### src/rtl/det_stream_ctrl.sv
// Stream sequencer for the serial "1011" detector: feeds each word MSB-first,
// replays the 3-bit history after resetting the detector, and reports a per-bit hit mask.
module det_stream_ctrl #(
  parameter int DATA_W = 8,
  parameter int CNT_W  = 16
) (
  input  logic              clk,
  input  logic              rst,
  input  logic              s_valid,
  output logic              s_ready,
  input  logic [DATA_W-1:0] s_data,
  input  logic              s_last,
  input  logic              flush,
  input  logic              clr_cnt,
  output logic              det_rstn,
  output logic              det_in,
  input  logic              det_out,
  output logic              m_valid,
  input  logic              m_ready,
  output logic [DATA_W-1:0] m_hits,
  output logic [CNT_W-1:0]  match_cnt,
  output logic              busy
);

  localparam int BC_MAX = (DATA_W > 3) ? DATA_W : 3;
  localparam int BC_W   = $clog2(BC_MAX);
  localparam logic [BC_W-1:0] REPLAY_END = BC_W'(2);
  localparam logic [BC_W-1:0] SHIFT_END  = BC_W'(DATA_W - 1);

  typedef enum logic [2:0] {
    IDLE, DRST, REPLAY, SHIFT, DRAIN, REPORT
  } state_t;

  state_t            state, state_nx;
  logic [2:0]        hist;
  logic [DATA_W-1:0] shreg;
  logic              last_q;
  logic [BC_W-1:0]   bit_cnt;
  logic              capture;

  always_ff @(posedge clk or posedge rst) begin
    if (rst) state <= IDLE;
    // NOTE: registers update with <= so every flop samples pre-edge values.
    else     state <= state_nx;
  end

  always_comb begin
    // NOTE: every output gets a default first, so no path can infer a latch.
    state_nx = state;
    s_ready  = 1'b0;
    m_valid  = 1'b0;
    det_rstn = 1'b1;
    det_in   = 1'b0;
    capture  = 1'b0;
    case (state)
      IDLE: begin
        s_ready = !flush;
        if (!flush && s_valid) state_nx = DRST;
      end
      DRST: begin
        det_rstn = 1'b0;
        state_nx = REPLAY;
      end
      REPLAY: begin
        det_in = hist[2];
        if (bit_cnt == REPLAY_END) state_nx = SHIFT;
      end
      SHIFT: begin
        det_in  = shreg[DATA_W-1];
        capture = (bit_cnt != '0);
        if (bit_cnt == SHIFT_END) state_nx = DRAIN;
      end
      DRAIN: begin
        capture  = 1'b1;
        state_nx = REPORT;
      end
      REPORT: begin
        m_valid = 1'b1;
        if (m_ready) state_nx = IDLE;
      end
      default: state_nx = IDLE;
    endcase
  end

  assign busy = (state != IDLE);

  always_ff @(posedge clk or posedge rst) begin
    if (rst) begin
      hist    <= 3'b000;
      shreg   <= '0;
      last_q  <= 1'b0;
      m_hits  <= '0;
      bit_cnt <= '0;
    end else begin
      case (state)
        IDLE: begin
          if (flush) begin
            hist <= 3'b000;
          end else if (s_valid) begin
            shreg   <= s_data;
            last_q  <= s_last;
            m_hits  <= '0;
            bit_cnt <= '0;
          end
        end
        REPLAY: begin
          // Rotating leaves hist unchanged after the three replay cycles.
          hist    <= {hist[1:0], hist[2]};
          bit_cnt <= (bit_cnt == REPLAY_END) ? '0 : bit_cnt + BC_W'(1);
        end
        SHIFT: begin
          shreg   <= shreg << 1;
          hist    <= {hist[1:0], shreg[DATA_W-1]};
          bit_cnt <= (bit_cnt == SHIFT_END) ? '0 : bit_cnt + BC_W'(1);
        end
        REPORT: begin
          if (m_ready && last_q) hist <= 3'b000;
        end
        default: ;
      endcase
      // Hits arrive one cycle behind their bit; shifting in at the LSB lands
      // the first driven bit's result at the MSB.
      if (capture) m_hits <= (m_hits << 1) | DATA_W'(det_out);
    end
  end

  always_ff @(posedge clk or posedge rst) begin
    if (rst)                                          match_cnt <= '0;
    else if (clr_cnt)                                 match_cnt <= '0;
    else if (capture && det_out && (match_cnt != '1)) match_cnt <= match_cnt + CNT_W'(1);
  end

endmodule
### config.mk
export PLATFORM = sky130hd
export DESIGN_NAME = det_stream_ctrl
export DESIGN_NICKNAME = d
export VERILOG_FILES = /design/src/rtl/det_stream_ctrl.sv
export SDC_FILE = /design/constraint.sdc
export NUM_CORES = 1
export LEC_CHECK = 0
export ABC_CLOCK_PERIOD_IN_PS = 2200
export CAP_MARGIN = 25
export CELL_PAD_IN_SITES_DETAIL_PLACEMENT = 0
export CELL_PAD_IN_SITES_GLOBAL_PLACEMENT = 2
export CORE_AREA = 4 4 93 95
export CTS_CLUSTER_DIAMETER = 150
export DETAILED_ROUTE_END_ITERATION = 6
export DIE_AREA = 0 0 97 99
export PLACE_DENSITY_LB_ADDON = 0.25
export SLEW_MARGIN = 30
export SYNTH_ARGS = -nofsm -noshare
export SYNTH_HDL_FRONTEND = slang
export SYNTH_SLANG_ARGS = --single-unit
export TNS_END_PERCENT = 30
### constraint.sdc
create_clock -name clk -period 2.2 [get_ports clk]
set_clock_uncertainty 0.15 [all_clocks]
set_input_delay 0.44 -clock clk [delete_from_list [all_inputs] [get_ports clk]]
set_output_delay 0.44 -clock clk [all_outputs]
set_load 0.01 [all_outputs]
==> results.json <==
{
  "synth_nets": 243,
  "grt_max_degree": 43,
  "hp-class": "primary input to async pin",
  "seqPwrFrac": 0.374,
  "power_mw": 2.953,
  "met1Wirelength_mm": 2.584,
  "cts_root_buffer": "clkbuf_8",
  "grt_usage": 0.1135,
  "grt_pass1_vias": 1865,
  "worst_ep_arrival_time_ns": 2.24,
  "synth_top_cell_by_area": "dfrtp_1",
  "worstSetupPathType": "register to register",
  "area_delta_synth_final_pct": 44.61,
  "drcViolationCount": 0,
  "setup_tns_ns": 0,
  "cap_violations": 0,
  "gp_congestion": 0.7283,
  "wirelength_mm": 5.244,
  "insertion_delay_ns": 0.29,
  "clkSinkCount": 42,
  "dieArea_um2": 9603,
  "finalHoldViolations": 0,
  "tightest_slew_ns": 0.4601,
  "grt_pass1_wl_mm": 9.142,
  "power_switching_uw": 971.8,
  "irDropWorstVdd_mv": 0.2731,
  "wl_met2_mm": 2.357,
  "die_w_um": 97,
  "fin_crit_ns": 2.162,
  "core_area_um2": 7727,
  "vias_per_cell": 4.626,
  "rows": 32,
  "synth_top_area_frac": 0.5030,
  "insertedDiodeCount": 0,
  "htree_num_levels": 2,
  "dp_hpwl_mm": 3.622,
  "finalSetupViolCount": 0,
  "path_clk_slew_ns": 0.09,
  "nets": 311,
  "highest_layer": "met4",
  "pwr-share-comb": 0.377,
  "synthFlopType": "dfrtp_1",
  "postSynthCellCount": 222,
  "initial_core_util": 0.2704,
  "port-buffer-count": 44,
  "critPathCaptureType": "register",
  "overflow": 0,
  "ctsHoldBuffers": 0,
  "start_kind": "register",
  "die_h_um": 99,
  "cts_buffers": 5,
  "pwr-share-clk": 0.249,
  "timing.slew.headroom": 0.6932,
  "drv_slew": 0,
  "critPathMaxFanout": 4,
  "fmax_ghz": 0.4626,
  "synth_area_um2": 2090,
  "fill_cells": 788,
  "fin_util": 0.3910,
  "clock_tree.buffer_depth": 2,
  "crit_required_ns": 2.28,
  "power.density_cell_area_nw_per_um2": 977.3,
  "yosysSeqAreaShare": 0.5030,
  "ant_nets": 0,
  "async_flop_share": 1.000,
  "cts_tree": "built",
  "antenna_found_initial": 0,
  "rsz0062_at_grt": "yes",
  "synth_warnings": 0,
  "first_pass_iters": 4,
  "vias": 1818,
  "wl_met3_um": 255,
  "period_share": 0.9825,
  "synth.top_cells.by_area": "dfrtp_1 (50%), nor2_1 (6.5%), xnor2_1 (5.0%)",
  "synth.distinct_cells": 41,
  "outcome": "finished, final reports clean",
  "drive_above_1_share": 0.1787,
  "syn_avg_cell_area_um2": 9.412,
  "p_int_mw": 1.981,
  "ys_ff_latch": 42,
  "routedWlPerCell_um": 13.34,
  "p_leak_nw": 1.227,
  "drt_iter0_drc": 48,
  "ios": 45,
  "p_sw_frac": 0.3291,
  "synth-edff-count": 0
}
## cells in the final DEF (no fill, tap or decap), drive strengths merged, types with 2 or more instances in the layout
| cell type | count |
|---|---|
| clkdlybuf4s50 | 39 |
| nand2b | 3 |
| clkbuf | 5 |
| and3 | 2 |
| nor2 | 36 |
| nand2 | 24 |
| a21oi | 6 |
| o22ai | 7 |
| inv | 6 |
| or3 | 4 |
| or2 | 2 |
| nor3 | 6 |
| nor4 | 7 |
| nor3b | 2 |
| dlygate4sd2 | 5 |
| clkinv | 2 |
| nand4 | 3 |
| ha | 5 |
| bufinv | 2 |
| xnor2 | 12 |
| dfrtp | 42 |
| a22o | 3 |
| o21ai | 17 |
| mux2i | 2 |
| nand3 | 8 |
| buf | 27 |
## synth_stat cells, drive strengths merged, types with 2 or more instances
cell type   n
or3         4
nor4        7
dfrtp      42
nand4       3
a22o        3
nor3        6
mux2i       2
xnor2      12
nor2       36
o21ai      17
a21oi       6
buf         5
and3        2
or2         2
nor3b       2
ha          5
nand2      24
inv         7
clkbuf      5
nand3       8
o22ai       7
nand2b      3
## kinds of logic after synthesis
kind of cell               share of synthesized area
AOI/OAI and AO/OA                             0.1288
xor gates and xnor gates                     0.05030
adders and majority gates                    0.02994
buffers and inverters                        0.03593
DFF                                           0.5030
muxes                                        0.01497
and+or+nand+nor                               0.2371
## flip-flops by register name, indices dropped and copies added, names as in the netlist
signal,cells
m_hits,8
match_cnt,16
state,3
bit_cnt,3
shreg,8
hist,3
last_q,1
## worst max-delay path, cell delays in order (launching register included)
cell      delay, ns
dfrtp_1        0.41
buf_4          0.14
buf_4          0.12
and4bb_1       0.31
a41oi_4        0.05
or4_4          0.44
or3_4          0.34
a21oi_2        0.13
## layout make-up
type	instances	area (um^2)	share of cell area
inverters	7	26.28	0.008696
clock inverters	3	68.82	0.02277
multi-input cells	163	1028	0.3404
well taps	102	127.6	0.04224
repair buffers	71	649.4	0.2149
clock buffers	5	68.82	0.02277
flip-flops and latches	42	1052	0.3482
## what timing repair did
item                       in CTS  in global routing
cloned                          0                  0
pin swaps                       4                  2
buffers inserted                3                  2
setup endpoints to repair       6                 11
resized for setup               7                 12
## per-layer routing
| metal | vias up | track usage |
|---|---|---|
| li1 | 910 | - |
| met3 | 5 | 0.03609 |
| met5 | - | 0 |
| met1 | 867 | 0.1527 |
| met4 | 0 | 0.02592 |
| met2 | 36 | 0.1789 |
## power groups by stage
stage | clock (mW) | combinational (mW) | sequential (mW)
finish | 0.735 | 1.11 | 1.11
global route | 0.793 | 1.26 | 1.14
CTS | 0.767 | 1.10 | 1.11
detailed placement | 0 | 1.07 | 1.13
global placement | 0 | 1.07 | 1.13
floorplan | 0 | 0.634 | 1.13
## per-stage QoR
step                      instance area, um^2  hold WS (ns)  instances  setup slack [ns]
after CTS                                2947        0.3419        391          -0.05465
after global placement                   2786        0.3177        380           -0.2816
after detailed placement                 2786        0.3200        380           -0.3154
final                                    3022        0.3339        393           0.03848
after global routing                     3022        0.3603        393          -0.04669
after floorplan                          2090        0.3002        222           0.09445
## path summary, 6_finish.rpt
check | from | to | slack [ns] | cells past startpoint
setup / recovery | state[0]$_DFFE_PP0P_ | match_cnt[13]$_DFFE_PP0P_ | 0.04 | 7
hold / removal | rst | state[0]$_DFFE_PP0P_ | 0.33 | 3
setup reg to reg | state[0]$_DFFE_PP0P_ | match_cnt[13]$_DFFE_PP0P_ | 0.04 | 7
hold reg to reg | hist[0]$_DFFE_PP0P_ | hist[0]$_DFFE_PP0P_ | 0.33 | 1
max in group asynchronous | rst | match_cnt[1]$_DFFE_PP0P_ | 1.34 | 3
min in group clk | hist[0]$_DFFE_PP0P_ | hist[0]$_DFFE_PP0P_ | 0.33 | 1
Power figures use the tool's default switching activity.
